<file path="src/rtl/hazard_ctrl.sv">
// hazard_ctrl: pipeline hazard controller driving the IF/ID and ID/EX latch
// enables/flushes and the PC write enable.
//  - Load-use hazard: one bubble into ID/EX while PC and IF/ID hold.
//  - MUL/DIV: after issue, the front end holds for MD_LAT-1 cycles (MD_WAIT).
//  - Taken branch/jump resolved in EX: squash IF/ID and ID/EX.
// Optional feature macro: HAZARD_PERF_EN enables saturating stall/flush
// counters; when undefined, stall_cnt and flush_cnt are tied to zero.
//
// Ports:
//  clk, rst                    clock (rising edge), synchronous active-high reset
//  id_rs1, id_rs2              source registers of the ID instruction
//  id_use_rs1, id_use_rs2      ID instruction reads rs1 / rs2
//  id_md_op                    ID instruction is MUL/DIV
//  ex_rd, ex_mem_read          destination reg / is-load of the EX instruction
//  ex_branch_taken             EX resolved a taken branch/jump
//  pc_en                       PC write enable
//  if_id_en, if_id_flush       IF/ID latch enable / load NOP
//  id_ex_en, id_ex_flush       ID/EX latch enable / load bubble
//  md_busy                     high while waiting on MUL/DIV
//  stall_cnt, flush_cnt        perf counters
module hazard_ctrl #(
  parameter int unsigned MD_LAT = 4,
  parameter int unsigned REG_AW = 5,
  parameter int unsigned CNT_W  = 32
) (
  input  logic              clk,
  input  logic              rst,
  input  logic [REG_AW-1:0] id_rs1,
  input  logic [REG_AW-1:0] id_rs2,
  input  logic              id_use_rs1,
  input  logic              id_use_rs2,
  input  logic              id_md_op,
  input  logic [REG_AW-1:0] ex_rd,
  input  logic              ex_mem_read,
  input  logic              ex_branch_taken,
  output logic              pc_en,
  output logic              if_id_en,
  output logic              if_id_flush,
  output logic              id_ex_en,
  output logic              id_ex_flush,
  output logic              md_busy,
  output logic [CNT_W-1:0]  stall_cnt,
  output logic [CNT_W-1:0]  flush_cnt
);

  localparam int unsigned MdCntW = (MD_LAT > 2) ? $clog2(MD_LAT) : 1;
  // Issue cycle itself counts as one of the MD_LAT EX cycles, and the
  // counter value 0 is one more wait cycle, hence MD_LAT-2.
  localparam logic [MdCntW-1:0] MdInit = MdCntW'(MD_LAT - 2);

  typedef enum logic [0:0] {StRun, StMdWait} state_e;

  state_e              state_q, state_d;
  logic [MdCntW-1:0]   md_cnt_q, md_cnt_d;
  logic                lu;

  // Register 0 is hard-wired zero and can never be a real dependency.
  always_comb begin
    lu = ex_mem_read && (ex_rd != '0) &&
         ((id_use_rs1 && (id_rs1 == ex_rd)) || (id_use_rs2 && (id_rs2 == ex_rd)));
  end

  always_comb begin
    state_d     = state_q;
    md_cnt_d    = md_cnt_q;
    pc_en       = 1'b1;
    if_id_en    = 1'b1;
    if_id_flush = 1'b0;
    id_ex_en    = 1'b1;
    id_ex_flush = 1'b0;
    md_busy     = 1'b0;
    // While rst is high the outputs stay at the plain-advance values.
    if (!rst) begin
      case (state_q)
        StRun: begin
          if (ex_branch_taken) begin
            if_id_flush = 1'b1;
            id_ex_flush = 1'b1;
          end else if (lu) begin
            pc_en       = 1'b0;
            if_id_en    = 1'b0;
            id_ex_flush = 1'b1;
          end else if (id_md_op) begin
            state_d  = StMdWait;
            md_cnt_d = MdInit;
          end
        end
        StMdWait: begin
          pc_en    = 1'b0;
          if_id_en = 1'b0;
          id_ex_en = 1'b0;
          md_busy  = 1'b1;
          if (md_cnt_q == '0) begin
            state_d = StRun;
          end else begin
            md_cnt_d = md_cnt_q - 1'b1;
          end
        end
        default: state_d = StRun;
      endcase
    end
  end

  always_ff @(posedge clk) begin
    if (rst) begin
      state_q  <= StRun;
      md_cnt_q <= '0;
    end else begin
      state_q  <= state_d;
      md_cnt_q <= md_cnt_d;
    end
  end

`ifdef HAZARD_PERF_EN
  logic [CNT_W-1:0] stall_cnt_q, flush_cnt_q;

  always_ff @(posedge clk) begin
    if (rst) begin
      stall_cnt_q <= '0;
      flush_cnt_q <= '0;
    end else begin
      if (!pc_en && (stall_cnt_q != '1)) begin
        stall_cnt_q <= stall_cnt_q + 1'b1;
      end
      if (if_id_flush && (flush_cnt_q != '1)) begin
        flush_cnt_q <= flush_cnt_q + 1'b1;
      end
    end
  end

  assign stall_cnt = stall_cnt_q;
  assign flush_cnt = flush_cnt_q;
`else
  assign stall_cnt = '0;
  assign flush_cnt = '0;
`endif

endmodule

</file>
<file path="config.mk">
export PLATFORM = sky130hd
export DESIGN_NAME = hazard_ctrl
export DESIGN_NICKNAME = d
export VERILOG_FILES = /design/src/rtl/hazard_ctrl.sv
export SDC_FILE = /design/constraint.sdc
export NUM_CORES = 1
export LEC_CHECK = 0
export BUFFER_PORTS_ARGS = -buffer_cell sky130_fd_sc_hd__buf_2
export CAP_MARGIN = 5
export CORE_MARGIN = 5
export CORE_UTILIZATION = 34
export DETAILED_ROUTE_END_ITERATION = 8
export PLACE_DENSITY = 0.76
export SKIP_CTS_REPAIR_TIMING = 1
export SLEW_MARGIN = 10
export SYNTH_ARGS = -nofsm -noshare
export SYNTH_HDL_FRONTEND = slang
export SYNTH_SLANG_ARGS = --single-unit
</file>
<file path="constraint.sdc">
create_clock -name clk -period 1.81 [get_ports clk]
set_clock_uncertainty 0.2 [all_clocks]
set_input_delay 0.0905 -clock clk [delete_from_list [all_inputs] [get_ports clk]]
set_output_delay 0.0905 -clock clk [all_outputs]
set_load 0.01 [all_outputs]
</file>
Word-level counts from Yosys, hierarchy flattened
Index checks and enable logic that the tools add are counted.
{"block": "op_classes", "n_addsub": 1, "n_eq_ne": 6, "n_mux": 25, "bitwise": 1, "reduce_logical": 8}
{"operator": "2-to-1 mux 1 bit", "n": 18}
{"operator": "equality test 5 bit", "n": 2}
{"operator": "2-to-1 mux 2 bit", "n": 4}
{"operator": "!= test 2 bit (second input constant)", "n": 4}
{"operator": "nonzero test 5 bit", "n": 1}
{"operator": "logical AND 1 bit", "n": 4}
{"operator": "case mux 1 bit (2 select lines)", "n": 2}
{"operator": "case mux 2 bit (2 select lines)", "n": 1}
{"operator": "AND reduction 4 bit", "n": 1}
{"operator": "logical NOT 2 bit", "n": 1}
{"operator": "subtractor 2 x 1 -> 2 bit (second input constant)", "n": 1}
{"operator": "logical OR 1 bit", "n": 1}
{"operator": "inverter 1 bit", "n": 1}
{"block": "totals", "out_inout_bits": 70, "word_cells": 43, "ff_bits": 3}

Longest topological paths before layout
{"block": "depth", "ltp_word": 8, "ltp_mapped": 6}

Least setup slack after synthesis
Ideal clock, no wire load.
{"block": "synth_timing", "kind": "input -> output", "start": "input ex_rd[1]", "end": "output pc_en", "setup_slack_ns": 0.206, "stages": 4, "arrival_time_ns": 1.314, "cell_sequence": "or4_1 > o21a_1 > a31oi_1 > buf_4"}
{"block": "synth_between", "elab_chain_cells": 8}
{"element": "start, declared", "line_no": "33", "rtl": "input logic [REG_AW-1:0] ex_rd,"}
{"element": "equality test 5 bit", "line_no": "60", "rtl": "((id_use_rs1 && (id_rs1 == ex_rd)) || (id_use_rs2 && (id_rs2 == ex_rd)));"}
{"element": "logical AND 1 bit", "line_no": "60"}
{"element": "logical OR 1 bit", "line_no": "60"}
{"element": "logical AND 1 bit (*)", "line_no": "59", "rtl": "lu = ex_mem_read && (ex_rd != '0) &&"}
{"element": "2-to-1 mux 1 bit (*) (2 in series)"}
{"element": "case mux 1 bit (2 select lines) (*)"}
{"element": "2-to-1 mux 1 bit (*)"}
{"element": "end, declared", "line_no": "36", "rtl": "output logic pc_en,"}
Mark *: on every way between the ends. The rest lies on a longest branch, timed or not.

Worst setup path in the final report
{"block": "layout_timing", "start": "input ex_rd[1]", "end": "output if_id_en"}
{"block": "layout_between", "elab_chain_cells": 8}
{"element": "equality test 5 bit", "line_no": "60"}
{"element": "logical AND 1 bit", "line_no": "60"}
{"element": "logical OR 1 bit", "line_no": "60"}
{"element": "logical AND 1 bit (*)", "line_no": "59"}
{"element": "2-to-1 mux 1 bit (*)", "line_no": "79", "rtl": "end else if (lu) begin"}
{"element": "2-to-1 mux 1 bit (*)", "line_no": "76", "rtl": "if (ex_branch_taken) begin"}
{"element": "case mux 1 bit (2 select lines) (*)", "line_no": "74", "rtl": "case (state_q)"}
{"element": "2-to-1 mux 1 bit (*)", "line_no": "73", "rtl": "if (!rst) begin"}
{"element": "end, declared", "line_no": "37", "rtl": "output logic if_id_en,"}
Marks and branches as above.

==> run_results.csv <==
group,metric,value,unit
job,drv.max_cap_violation_count,0,
detailed_routing,route.antenna.remaining_nets,0,
global_routing,globalRouteTotalUtil,0.0723,
global_routing,grt_overflow_total,0,
floorplanning,design.portCount,92,
detailed_routing,vias_per_cell,3.46,
clocking,cts-buffers-inserted,3,
sta,fin_setup_tns,0,ns
clocking,clockBufferDepth,2,
critical_path,crit_path_top_delay_cell,"or4_1",
layout,layout-drive-gt1-share,0.227,
placed_design,portBuffers,27,
layout,design.final.nets,165,
critical_path,worstPathMaxFanout,5,
critical_path,critical_path.startpoint_type,"primary input",
layout,layout.cells.most_common_list,"64 x conb_1, 27 x buf_2, 10 x xnor2_1",
logic_synthesis,ys_warn_count,0,
logic_synthesis,synthesis.area,833,um^2
critical_path,crit_path_cell_trace,"buf_2 -> or4_1 -> o21a_1 -> a31oi_1 -> buf_2",
global_routing,first_global_vias,466,
pwr,leakagePower,0.451,nW
sta,setup_viol_count_final,0,
pwr,power.density_cell_area,441,nW/um^2
sta,timing_max_transition_violations_final,0,
global_routing,antenna_found_initial,0,
detailed_routing,drc_violation_count_after_routing,0,
clocking,tritoncts_clock_tree,"yes",
sta,max_clock_freq,607,MHz
critical_path,cp_data_required_time,1.52,ns
layout,antenna_cells,0,
min_path,worst_hold_startpoint,"rst",
floorplanning,die_area,3540,um^2
floorplanning,rows,18,
sta,period_share,0.910,
critical_path,timing.setup.critical_path_class,"in -> out",
layout,fin_util,0.327,
logic_synthesis,syn-instance-count,111,
sta,grt_setup_unrepaired,"false",
critical_path,rr_worst_depth,6,
critical_path,arrival,1.36,ns
logic_synthesis,number_of_register_bits_inferred_by_synthesis,3,
layout,final_common_cell,"conb_1",
logic_synthesis,yosys.cell_types.count,22,
global_routing,grt_pass1_wl,1920,um
min_path,hold_path_depth,4,
clocking,clk_transition_reported_paths,0.04,ns
clocking,htreeDepth,1,
clocking,clock_tree.root_cell,"clkbuf_4",
logic_synthesis,synth_sequential_area_ratio,0.0721,
detailed_routing,detailed_router_iteration_count_before_antenna_repair,4,
detailed_routing,via_count,591,
min_path,worst_hold_path_type,"in -> reg",
layout,relative_area_change_from_synthesis_to_final_layout,-5.41,%
sta,finalCriticalPeriod,1.65,ns
critical_path,worst_path_dominant_cell_family,"simple AND/OR/NAND/NOR gates",
critical_path,end_kind,"primary output",
logic_synthesis,synthesis.area_per_instance,7.51,um^2
floorplanning,die_x,59.5,um
detailed_routing,wire_per_inst,8.87,um
global_routing,grt_max_degree,9,
min_path,hold_end,"md_cnt_q[1]",
floorplanning,floorplan.initialDensity,0.346,
critical_path,timing.critical_path.slowest_cell_delay,0.52,ns
critical_path,most_frequent_cell_on_the_critical_path,"buf_2",
critical_path,worst_reg2reg_path_startpoint,"md_cnt_q[0]",
pwr,power.ir.vdd_worst,0.000132,V
sta,finalHoldViolCount,0,
critical_path,worstReg2RegEnd,"md_cnt_q[0]",
floorplanning,floorplan.die.height,59.5,um
floorplanning,coreArea,2410,um^2
detailed_routing,routed_wirelength,1520,um
outcome,status,"finished, final reports clean",
critical_path,worstSetupPathDepth,5,
critical_path,count_of_buffering_cells_on_the_critical_path_with_inverters_included,2,
detailed_routing,drt-initial-drc-count,6,
placed_design,detailedPlacementHpwl,1430,um
layout,fillers,276,
clocking,clock_sinks,3,
critical_path,rrSetupSlack,0.20,ns
placed_design,place.gp.congestion,0.735,
clocking,clkLatencyLatePin,0.23,ns
pwr,finalPower,0.000348,W
-- state kept, by name, indices dropped and copies added, names as in the netlist --
signal / cells
state_q: 1
md_cnt_q: 2
-- per-layer routing --
metal  part of all wire  up-vias  track usage  wire [um]
met5                  0        -            0          0
met4                  0        0       0.0475          0
met3               0.17        0       0.0196        260
met2               0.50       49        0.109        765
met1               0.32      251       0.0891        490
li1                   -      291            -          -
-- report_power, final --
| part | switching (W) | internal [W] | total, W |
|---|---|---|---|
| clock network | 0.0000325 | 0.0000825 | 0.000115 |
| registers | 0.00000470 | 0.0000709 | 0.0000756 |
| logic | 0.000106 | 0.0000512 | 0.000157 |
-- worst register-to-register path, cell delays in order (launching register included) --
cell	delay (ns)
dfxtp_1	0.34
inv_1	0.07
ha_1	0.20
nand2b_1	0.17
o311a_1	0.13
o21ba_2	0.21
a31o_1	0.17
-- cell type report --
type | instances | area [um^2] | share of cell area
clock buffers | 4 | 26.3 | 0.0333
inverters | 4 | 15.0 | 0.0190
multi-input cells | 102 | 507 | 0.643
flip-flops and latches | 3 | 60.1 | 0.0762
well taps | 30 | 37.5 | 0.0476
repair buffers | 28 | 143 | 0.181
-- worst max-delay path by stage --
stage,from,slack [ns],to
CTS,ex_rd[1],0.13,if_id_en
global placement,ex_rd[1],0.13,pc_en
floorplan,ex_rd[1],0.21,pc_en
detailed placement,ex_rd[1],0.13,if_id_en
global route,ex_rd[1],0.002,if_id_en
finish,ex_rd[1],0.16,if_id_en
-- Yosys cell counts --
| library cell | count | area share |
|---|---|---|
| nand2b_1 | 2 | 0.015 |
| a31o_1 | 2 | 0.021 |
| or4_1 | 1 | 0.0090 |
| o21ba_2 | 1 | 0.012 |
| a31oi_1 | 3 | 0.023 |
| nand4_1 | 2 | 0.015 |
| nor2_1 | 4 | 0.018 |
| nand2_1 | 2 | 0.0090 |
| o22ai_1 | 1 | 0.0075 |
| xnor2_1 | 10 | 0.11 |
| nor3_1 | 1 | 0.0060 |
| ha_1 | 1 | 0.015 |
| inv_1 | 4 | 0.018 |
| and2_1 | 1 | 0.0075 |
| nor2b_1 | 1 | 0.0075 |
| buf_4 | 65 | 0.59 |
| dfxtp_1 | 3 | 0.072 |
| conb_1 | 1 | 0.0045 |
| o21ai_0 | 3 | 0.018 |
| o311a_1 | 1 | 0.012 |
| a221oi_1 | 1 | 0.011 |
| o21a_1 | 1 | 0.0090 |
-- cell families after synthesis --
group,after synthesis,synth area share
DFF,3,0.0721
other,1,0.00450
and+or+nand+nor,14,0.0871
xor gates and xnor gates,10,0.105
AOI/OAI and AO/OA,13,0.113
adders and majority gates,1,0.0150
buffers and inverters,69,0.604
-- stage by stage --
stage | cells | setup slack (ns) | hold WS, ns | area (um^2)
6_report | 171 | 0.163 | 0.00466 | 788
5_1_grt | 171 | 0.00168 | 0.0167 | 788
4_1_cts | 171 | 0.126 | -0.00209 | 788
3_5_place_dp | 167 | 0.130 | 0.244 | 762
3_3_place_gp | 167 | 0.127 | 0.245 | 762
2_1_floorplan | 174 | 0.206 | 0.0620 | 1070
No activity file was read; power rests on OpenSTA's default activity.
